File: src/rtl/mvm3_requant_if.sv
// mvm3_requant_if: input word stream and output byte stream of mvm3_requant.
interface mvm3_requant_if;
    logic s_valid;
    logic s_ready;
    logic signed [15:0] data_in;
    logic m_valid;
    logic m_ready;
    logic signed [7:0] data_out;
    logic m_last;
    modport slave (input s_valid, data_in, m_ready, output s_ready, m_valid, data_out, m_last);
    modport master (output s_valid, data_in, m_ready, input s_ready, m_valid, data_out, m_last);
endinterface

File: src/rtl/mvm3_requant.sv
// mvm3_requant: ReLU, round-shift and saturate 16-bit MVM results into a byte FIFO tagging every third element.
module mvm3_requant #(
    parameter int SHIFT = 4,
    parameter int DEPTH = 4
) (
    input  logic               clk,
    input  logic               reset,
    input  logic               relu_en,
    mvm3_requant_if.slave      io,
    output logic [7:0]         sat_count
);
    localparam int AW = $clog2(DEPTH);
    localparam logic [AW:0] FULL = (AW + 1)'(DEPTH);
    localparam logic signed [16:0] RND = (SHIFT == 0) ? 17'sd0 : 17'sd1 <<< (SHIFT == 0 ? 0 : SHIFT - 1);

    logic [8:0] mem [DEPTH];
    logic [AW-1:0] wptr, rptr;
    logic [AW:0] count;
    logic [1:0] idx;
    logic signed [16:0] x, y;
    logic signed [7:0] q;
    logic sat, push, pop;

    // 17-bit working width keeps the rounding add from overflowing
    always_comb begin
        x = (relu_en && io.data_in[15]) ? 17'sd0 : {io.data_in[15], io.data_in};
        y = (x + RND) >>> SHIFT;
        sat = (y > 17'sd127) || (y < -17'sd128);
        q = (y > 17'sd127) ? 8'sd127 : (y < -17'sd128) ? -8'sd128 : y[7:0];
    end

    assign io.s_ready = !reset && (count < FULL);
    assign io.m_valid = count != '0;
    assign io.data_out = io.m_valid ? mem[rptr][7:0] : 8'sd0;
    assign io.m_last = io.m_valid && mem[rptr][8];
    assign push = io.s_valid && io.s_ready;
    assign pop = io.m_valid && io.m_ready;

    always_ff @(posedge clk)
        if (push) mem[wptr] <= {idx == 2'd2, q};

    always_ff @(posedge clk or posedge reset) begin
        if (reset) begin
            wptr <= '0;
            rptr <= '0;
            count <= '0;
            idx <= '0;
            sat_count <= '0;
        end else begin
            if (push) begin
                wptr <= wptr + 1'b1;
                idx <= (idx == 2'd2) ? 2'd0 : idx + 2'd1;
                if (sat && sat_count != 8'hff) sat_count <= sat_count + 8'd1;
            end
            if (pop) rptr <= rptr + 1'b1;
            if (push && !pop) count <= count + 1'b1;
            else if (pop && !push) count <= count - 1'b1;
        end
    end
endmodule
File: src/flat_wrapper.sv
// flat-port wrapper written by rule: the top's interface ports become plain ports
module mvm3_requant_flat 
#(
    parameter int SHIFT = 4,
    parameter int DEPTH = 4
)
  (clk, reset, relu_en, sat_count, io_s_valid, io_data_in, io_m_ready, io_s_ready, io_m_valid, io_data_out, io_m_last);
  mvm3_requant_if io_i ();
  input  logic clk;
  input  logic reset;
  input  logic relu_en;
  output logic [7:0] sat_count;
  input wire logic [$bits(io_i.s_valid)-1:0] io_s_valid;
  input wire logic [$bits(io_i.data_in)-1:0] io_data_in;
  input wire logic [$bits(io_i.m_ready)-1:0] io_m_ready;
  output wire logic [$bits(io_i.s_ready)-1:0] io_s_ready;
  output wire logic [$bits(io_i.m_valid)-1:0] io_m_valid;
  output wire logic [$bits(io_i.data_out)-1:0] io_data_out;
  output wire logic [$bits(io_i.m_last)-1:0] io_m_last;
  assign io_i.s_valid = io_s_valid;
  assign io_i.data_in = io_data_in;
  assign io_i.m_ready = io_m_ready;
  assign io_s_ready = io_i.s_ready;
  assign io_m_valid = io_i.m_valid;
  assign io_data_out = io_i.data_out;
  assign io_m_last = io_i.m_last;
  mvm3_requant #(.SHIFT(SHIFT), .DEPTH(DEPTH)) u_core (.clk(clk), .reset(reset), .relu_en(relu_en), .io(io_i), .sat_count(sat_count));
endmodule
File: config.mk
export PLATFORM = sky130hd
export DESIGN_NAME = mvm3_requant_flat
export DESIGN_NICKNAME = d
export VERILOG_FILES = /design/src/rtl/mvm3_requant_if.sv /design/src/rtl/mvm3_requant.sv /design/src/flat_wrapper.sv
export SDC_FILE = /design/constraint.sdc
export NUM_CORES = 1
export LEC_CHECK = 0
export CORE_ASPECT_RATIO = 0.8
export CORE_MARGIN = 1
export CORE_UTILIZATION = 45
export DETAILED_ROUTE_END_ITERATION = 8
export PLACE_DENSITY_LB_ADDON = 0.2
export SLEW_MARGIN = 20
export SYNTH_ARGS = -nofsm -noshare
export SYNTH_HDL_FRONTEND = slang
export SYNTH_SLANG_ARGS = --single-unit
File: constraint.sdc
create_clock -name clk -period 2.1 [get_ports clk]
set_input_delay 0.315 -clock clk [delete_from_list [all_inputs] [get_ports clk]]
set_output_delay 0.315 -clock clk [all_outputs]
set_load 0.05 [all_outputs]
==> summary.txt, run 1 <==
Layout
  • Nets@finish: 318
  • Fill cells: 412
  • P&R area growth vs syn: 45.7%
  • Layout cell share with drive strength beyond 1: 49.0%
  • N_diodes: 0

Global routing
  • Initial antenna violation count: 0
  • Tot GR Track Use: 20.7%
  • Largest net degree at the start of global routing: 18
  • Vias in the first global route: 1980
  • GR Overflow Total: 0
  • First-pass GRT wire length: 9610 um

Yosys
  • Top-area cell type share of the netlist area: 40.1%
  • Top_reg_cell synth: edfxtp_1
  • Largest cells by area after synthesis: edfxtp_1 (40%), dfrtp_1 (16%), mux4_2 (7.5%), xor2_1 (3.9%), ha_1 (3.3%)
  • EDFF count, synth: 36
  • Gate Count Post-Synth: 195
  • Most numerous cell in the Yosys netlist: edfxtp_1
  • Synth Net Count: 224
  • Share of flip-flops with an asynchronous set or reset: 32.1%
  • Sequential area share after synthesis: 55.9%
  • Number of synthesis warnings: 0
  • Syn Area/Cell: 13.8 sq um
  • Unique masters post-synth: 42
  • Area leader, netlist: edfxtp_1
  • Synth cell count leaders: edfxtp_1 (36), dfrtp_1 (17), and2_1 (13)
  • #FFs+latches synth: 53
  • Post-Syn Area: 2690 sq um

Placement
  • Placer Congestion: 0.796
  • Input/output buffers: 36
  • Dpl hpwl: 4240 um
  • Dpl ws: -0.906 ns

Worst setup path
  • Worst path cell trace: buf_8 -> nand2_8 -> and2_4 -> ha_4 -> nand3_4 -> o31a_1 -> or4_4 -> o31a_4 -> o21ai_4 -> mux2_4
  • CP arrival: 2.39 ns
  • Critical path startpoint category: primary input
  • Data required, critical path: 2.30 ns
  • CP max-delay cell: or4_4
  • Slowest stage delay, CP: 0.49 ns
  • Worst reg-to-reg setup slack: 0.12 ns
  • Crit path kind: primary input to flip-flop
  • Worst-path fanout max: 3
  • Critical Path End Type: flip-flop

Power and ir drop
  • Int Power: 2830 uW
  • Clk pwr share: 15.3%
  • Net Sw Frac: 38.8%
  • Combinational Power Share: 52.0%
  • Leak: 0.00154 uW
  • Max IR drop VDD: 0.714 mV
  • Pwr Density: 1180 nW/um^2
  • Seq pwr share: 32.7%
  • Sw Pwr: 1790 uW

Clock network
  • Reg clk slew, reported paths: 0.10 ns
  • Cts bufs inserted: 5
  • Bufs on Longest Clock Path: 2
  • CTS tree: built
  • Clk_lat worst skew: 0.31 ns
  • H-tree depth: 2
  • CTS Root Cell: clkbuf_8
  • Clock sinks: 53

Routing
  • TritonRoute pass-1 iters: 4
  • DR WL/cell: 16.2 um
  • Total wire length: 5950 um
  • # DRC: 0
  • Final ANT Viol Nets: 0
  • Vias per cell: 5.27
  • Vias: 1939
  • Initial DRC count: 69

Floorplan
  • Die Area: 6300 sq um
  • Die Height: 71.2 um
  • Core area: 5620 sq um
  • Top Ports: 40
  • Die X: 88.5 um
  • Initial Util: 48.0%
  • Row cnt: 24

Timing
  • Max Clk Rate: 456 MHz
  • Slew margin rel.: 54.2%
  • Fin crit period: 2.19 ns
  • Fin. max-slew vios: 0
  • Tcrit/Tclk final: 104%
  • Final setup viols: 29
  • Fin Clk Skew: 0.00969 ns
  • RSZ-0062 raised after global routing: true
  • Actual slew at the worst max-slew pin: 0.687 ns
  • Fin. Hold Viols: 0
  • Setup ws final: -0.0938 ns
  • Setup TNS: -0.919 ns

Run status
  • Failing checks: setup timing
  • Status: complete, but fails checks

Run
  • Max_cap viols: 0

Hold path
  • Worst min path class: primary input to async pin
==> power groups by stage <==
stage | logic (uW) | clock network [uW] | registers [uW]
2_1_floorplan | 1260 | 0 | 1610
4_1_cts | 2080 | 720 | 1500
5_1_grt | 2570 | 767 | 1550
3_5_place_dp | 2070 | 0 | 1520
6_report | 2410 | 706 | 1510
3_3_place_gp | 2040 | 0 | 1520
==> cell families after synthesis <==
logic type / after synthesis / share of synthesized area [%]
multiplexers: 14 / 9.52
flip-flops: 53 / 55.9
AO/OA/AOI/OAI: 26 / 8.92
AND/OR/NAND/NOR: 64 / 13.6
XOR/XNOR: 21 / 6.83
adder cells (fa/ha/maj): 8 / 3.99
buffers and inverters: 9 / 1.25
==> layout make-up <==
cell class	instances	area (sq um)	area share (%)
clock inverter	3	43.8	1.12
multi-input combinational	133	1370	34.8
clock buffer	5	68.8	1.75
tap	78	97.6	2.49
timing repair buffer	91	822	21.0
inverter	5	18.8	0.478
sequential	53	1510	38.4
==> routing by layer <==
metal	part of all wire, %	global-route usage, %	up-vias
met5	0	0	-
met4	1.5	6.81	0
met3	3.7	3.50	9
met2	48	32.0	41
met1	46	30.0	955
li1	-	-	934
==> final timing paths <==
check,start,to,cells after the start
setup reg to reg,u_core.count[2],u_core.count[2],8
hold reg to reg,u_core.idx[1],u_core.idx[1],1
setup / recovery,relu_en,u_core.sat_count[1],10
max in group asynchronous,reset,u_core.sat_count[3],2
min in group clk,u_core.idx[1],u_core.idx[1],1
hold / removal,reset,u_core.count[2],2
==> worst max-delay path: cells and delay by family <==
kind | cells | cell delay, ns
muxes | 1 | 0.31
and+or+nand+nor | 4 | 0.75
adders and majority gates | 1 | 0.14
buffers and inverters | 1 | 0.10
AOI/OAI and AO/OA | 3 | 0.77
==> through the flow <==
stage / util [%] / cell area, sq um / total power [uW] / hold WS (ns) / cells
6_report: 69.9 / 3920 / 4620 / 0.491 / 368
5_1_grt: 69.9 / 3920 / 4890 / 0.540 / 368
4_1_cts: 66.8 / 3750 / 4300 / 0.499 / 364
3_5_place_dp: 63.7 / 3570 / 3590 / 0.485 / 351
3_3_place_gp: 63.7 / 3570 / 3560 / 0.481 / 351
2_1_floorplan: - / 2790 / 2870 / 0.241 / 195
==> cell usage in the layout, fill, tap and decap left out, drive strengths merged, types with 5 or more instances in the layout <==
| master | Yosys | routed |
|---|---|---|
| and3 | 5 | 5 |
| inv | 5 | 6 |
| xor2 | 12 | 12 |
| clkbuf | 3 | 12 |
| nand3 | 11 | 11 |
| mux4 | 9 | 9 |
| nand2 | 11 | 11 |
| nor2 | 9 | 9 |
| xnor2 | 9 | 9 |
| o21ai | 9 | 9 |
| and2 | 13 | 13 |
| clkdlybuf4s50 | 0 | 11 |
| nand4 | 6 | 6 |
| ha | 7 | 7 |
| edfxtp | 36 | 36 |
| buf | 1 | 69 |
| dfrtp | 17 | 17 |
==> registers in the layout, indices dropped and copies added, names as in the netlist <==
signal and count:
u_core.wptr 2, u_core.sat_count 8, u_core.mem 36, u_core.rptr 2
u_core.count 3, u_core.idx 2
==> repair_timing <==
action                     in CTS  in global routing
resized for setup              41                 47
hold buffers                    0                  0
buffers inserted                5                  3
pin swaps                      14                 12
setup endpoints to repair      36                 40
gates cloned                    0                  1
No activity file was read; power rests on OpenSTA's default activity.
==> inputs of run 2 (changes only) <==
Settings changed: CORE_UTILIZATION 45 to 30.
==> run 2 against run 1 <==
Net effect: combinational power down 12%; die area up 49%; critical endpoint unchanged; largest power group unchanged; first-iteration DRC count up 70%; the flow still finishes with violations (setup timing); largest cell class unchanged; worst hold slack worse by 0.090 ns; cell count up 9.5%; fmax down 0.61%; non-clock buffer count up 1.
==> summary.txt, run 2 (synthesis gave the netlist of run 1 again) <==
Run status
  • Status: complete, but fails checks
  • Failing checks: setup timing

Placement
  • Input/output buffers: 36 (unchanged)
  • Placer Congestion: 0.829 (+4.1%)
  • Dpl ws: -0.940 ns (-0.0344 ns)
  • Dpl hpwl: 4190 um (-1.2%)

Layout
  • Nets@finish: 319 (+0.31%)
  • Biggest register: u_core.mem
  • Most frequent cells in the layout: buf_4 (59), edfxtp_1 (36), dfrtp_1 (16)
  • P&R area growth vs syn: 42.0%
  • N_diodes: 0 (unchanged)
  • Multi-input logic area: 1320 sq um (-3.2%)
  • Layout cell share with drive strength beyond 1: 45.7% (-3.3 points)
  • Register Area: 1510 sq um (about the same)
  • Top Registers: u_core.mem x36, u_core.sat_count x8, u_core.count x3
  • Max reg flops: 36 (unchanged)
  • Commonest non-fill, non-tap cell in the layout: buf_4
  • Fill cells: 796 (+93%)

Worst setup path
  • Crit path kind: primary input to flip-flop
  • Critical path startpoint category: primary input
  • Critical Path End Type: flip-flop
  • Data required, critical path: 2.29 ns (about the same)
  • CP arrival: 2.40 ns (about the same)
  • Reg2reg path depth: 8 (unchanged)
  • Worst-path fanout max: 4 (+1)

Clock network
  • Clk_lat worst skew: 0.30 ns (about the same)
  • Reg clk slew, reported paths: 0.10 ns (about the same)
  • Bufs on Longest Clock Path: 2 (unchanged)
  • Cts bufs inserted: 5 (unchanged)
  • H-tree depth: 2 (unchanged)
  • CTS Root Cell: clkbuf_8
  • CTS tree: built
  • Clock sinks: 53 (unchanged)

Timing
  • Fin Clk Skew: 0.00464 ns (-0.00505 ns)
  • RSZ-0062 raised after global routing: true
  • Slew margin rel.: 54.8% (+0.68 points)
  • Tcrit/Tclk final: 105% (+0.64 points)
  • Fin. Hold Viols: 0 (unchanged)
  • Actual slew at the worst max-slew pin: 0.670 ns (-0.0165 ns)
  • Setup TNS: -0.418 ns (+0.500 ns)
  • Final setup viols: 11 (-62%)
  • Setup ws final: -0.107 ns (-0.0135 ns)
  • Fin. max-slew vios: 0 (unchanged)
  • Max Clk Rate: 453 MHz (-0.61%)
  • Fin crit period: 2.21 ns (+0.0135 ns)

Routing
  • Initial DRC count: 117 (+70%)
  • Total wire length: 5780 um (-2.8%)
  • # DRC: 0 (unchanged)
  • DR WL/cell: 14.3 um (-11%)
  • Vias per cell: 4.67 (-11%)
  • Final ANT Viol Nets: 0 (unchanged)
  • Vias: 1880 (-3.0%)
  • TritonRoute pass-1 iters: 4 (unchanged)

Run
  • Max_cap viols: 0 (unchanged)

Global routing
  • Largest net degree at the start of global routing: 18 (unchanged)
  • Initial antenna violation count: 0 (unchanged)
  • Tot GR Track Use: 13.6% (-7.1 points)
  • Vias in the first global route: 1972 (-0.40%)
  • GR Overflow Total: 0 (unchanged)
  • First-pass GRT wire length: 9670 um (+0.65%)

Hold path
  • Worst min path class: primary input to async pin

Power and ir drop
  • Pwr Density: 1100 nW/um^2 (-6.9%)
  • Max IR drop VDD: 0.782 mV (+9.5%)
  • Leak: 0.00147 uW (-4.2%)

Floorplan
  • Initial Util: 31.3% (-17 points)
  • Top Ports: 40 (unchanged)
  • Core area: 8600 sq um (+53%)
  • Row cnt: 30 (+25%)
  • Die Area: 9360 sq um (+49%)
  • Die X: 108 um (+22%)
  • Die Height: 86.8 um (+22%)
==> run 2: through the flow <==
step / hold WS [ns] / area (sq um) / total power, uW / cells / util [%]
2_1_floorplan: 0.241 / 2790 / 2870 / 195 / -
3_3_place_gp: 0.476 / 3600 / 3560 / 384 / 41.8
3_5_place_dp: 0.490 / 3600 / 3560 / 384 / 41.8
4_1_cts: 0.407 / 3800 / 4170 / 398 / 44.2
5_1_grt: 0.444 / 3830 / 4460 / 403 / 44.5
6_report: 0.402 / 3830 / 4200 / 403 / 44.5
==> run 2: layer usage <==
layer | part of all wire, % | vias up | global-route usage [%] | routed length [um]
li1 | - | 932 | - | -
met1 | 50 | 920 | 19.3 | 2900
met2 | 47 | 26 | 21.5 | 2710
met3 | 2.4 | 2 | 2.48 | 140
met4 | 0.54 | 0 | 3.36 | 31
met5 | 0 | - | 0 | 0
==> run 2: worst max-delay path: stages <==
cell     delay (ns)
buf_8          0.11
nand2_8        0.06
and2_4         0.14
ha_4           0.14
nand3_4        0.06
o31a_1         0.23
or4_4          0.51
o31a_4         0.36
o21ai_4        0.16
mux2_4         0.31
==> run 2: worst paths after layout <==
| path | from | to | slack [ns] |
|---|---|---|---|
| max | relu_en | u_core.sat_count[1] | -0.11 |
| max in group asynchronous | reset | u_core.rptr[1] | 1.50 |
| max reg2reg | u_core.count[2] | u_core.count[2] | 0.14 |
| min reg2reg | u_core.idx[1] | u_core.idx[1] | 0.51 |
| min | reset | u_core.count[0] | 0.40 |
| min in group clk | u_core.idx[1] | u_core.idx[1] | 0.51 |
==> run 2: where the power goes <==
group / total [uW] / leakage, uW / switching (uW) / internal, uW
logic: 2120 / 0.000895 / 1210 / 912
registers: 1500 / 0.000532 / 178 / 1330
clock network: 578 / 0.0000445 / 341 / 237
total: 4200 / 0.00147 / 1730 / 2470
==> run 2: layout make-up <==
type,count,share of cell area [%]
Inverter,5,0.491
Sequential cell,53,39.4
Tap cell,112,3.66
Clock inverter,3,0.556
Timing Repair Buffer,92,19.5
Clock buffer,5,1.80
Multi-Input combinational cell,133,34.6
==> run 2: what timing repair did <==
item,CTS,global route
endpoints found under the setup margin,36,42
resized for setup,45,27
pin swaps,13,10
setup buffers,6,5
hold buffers,0,0
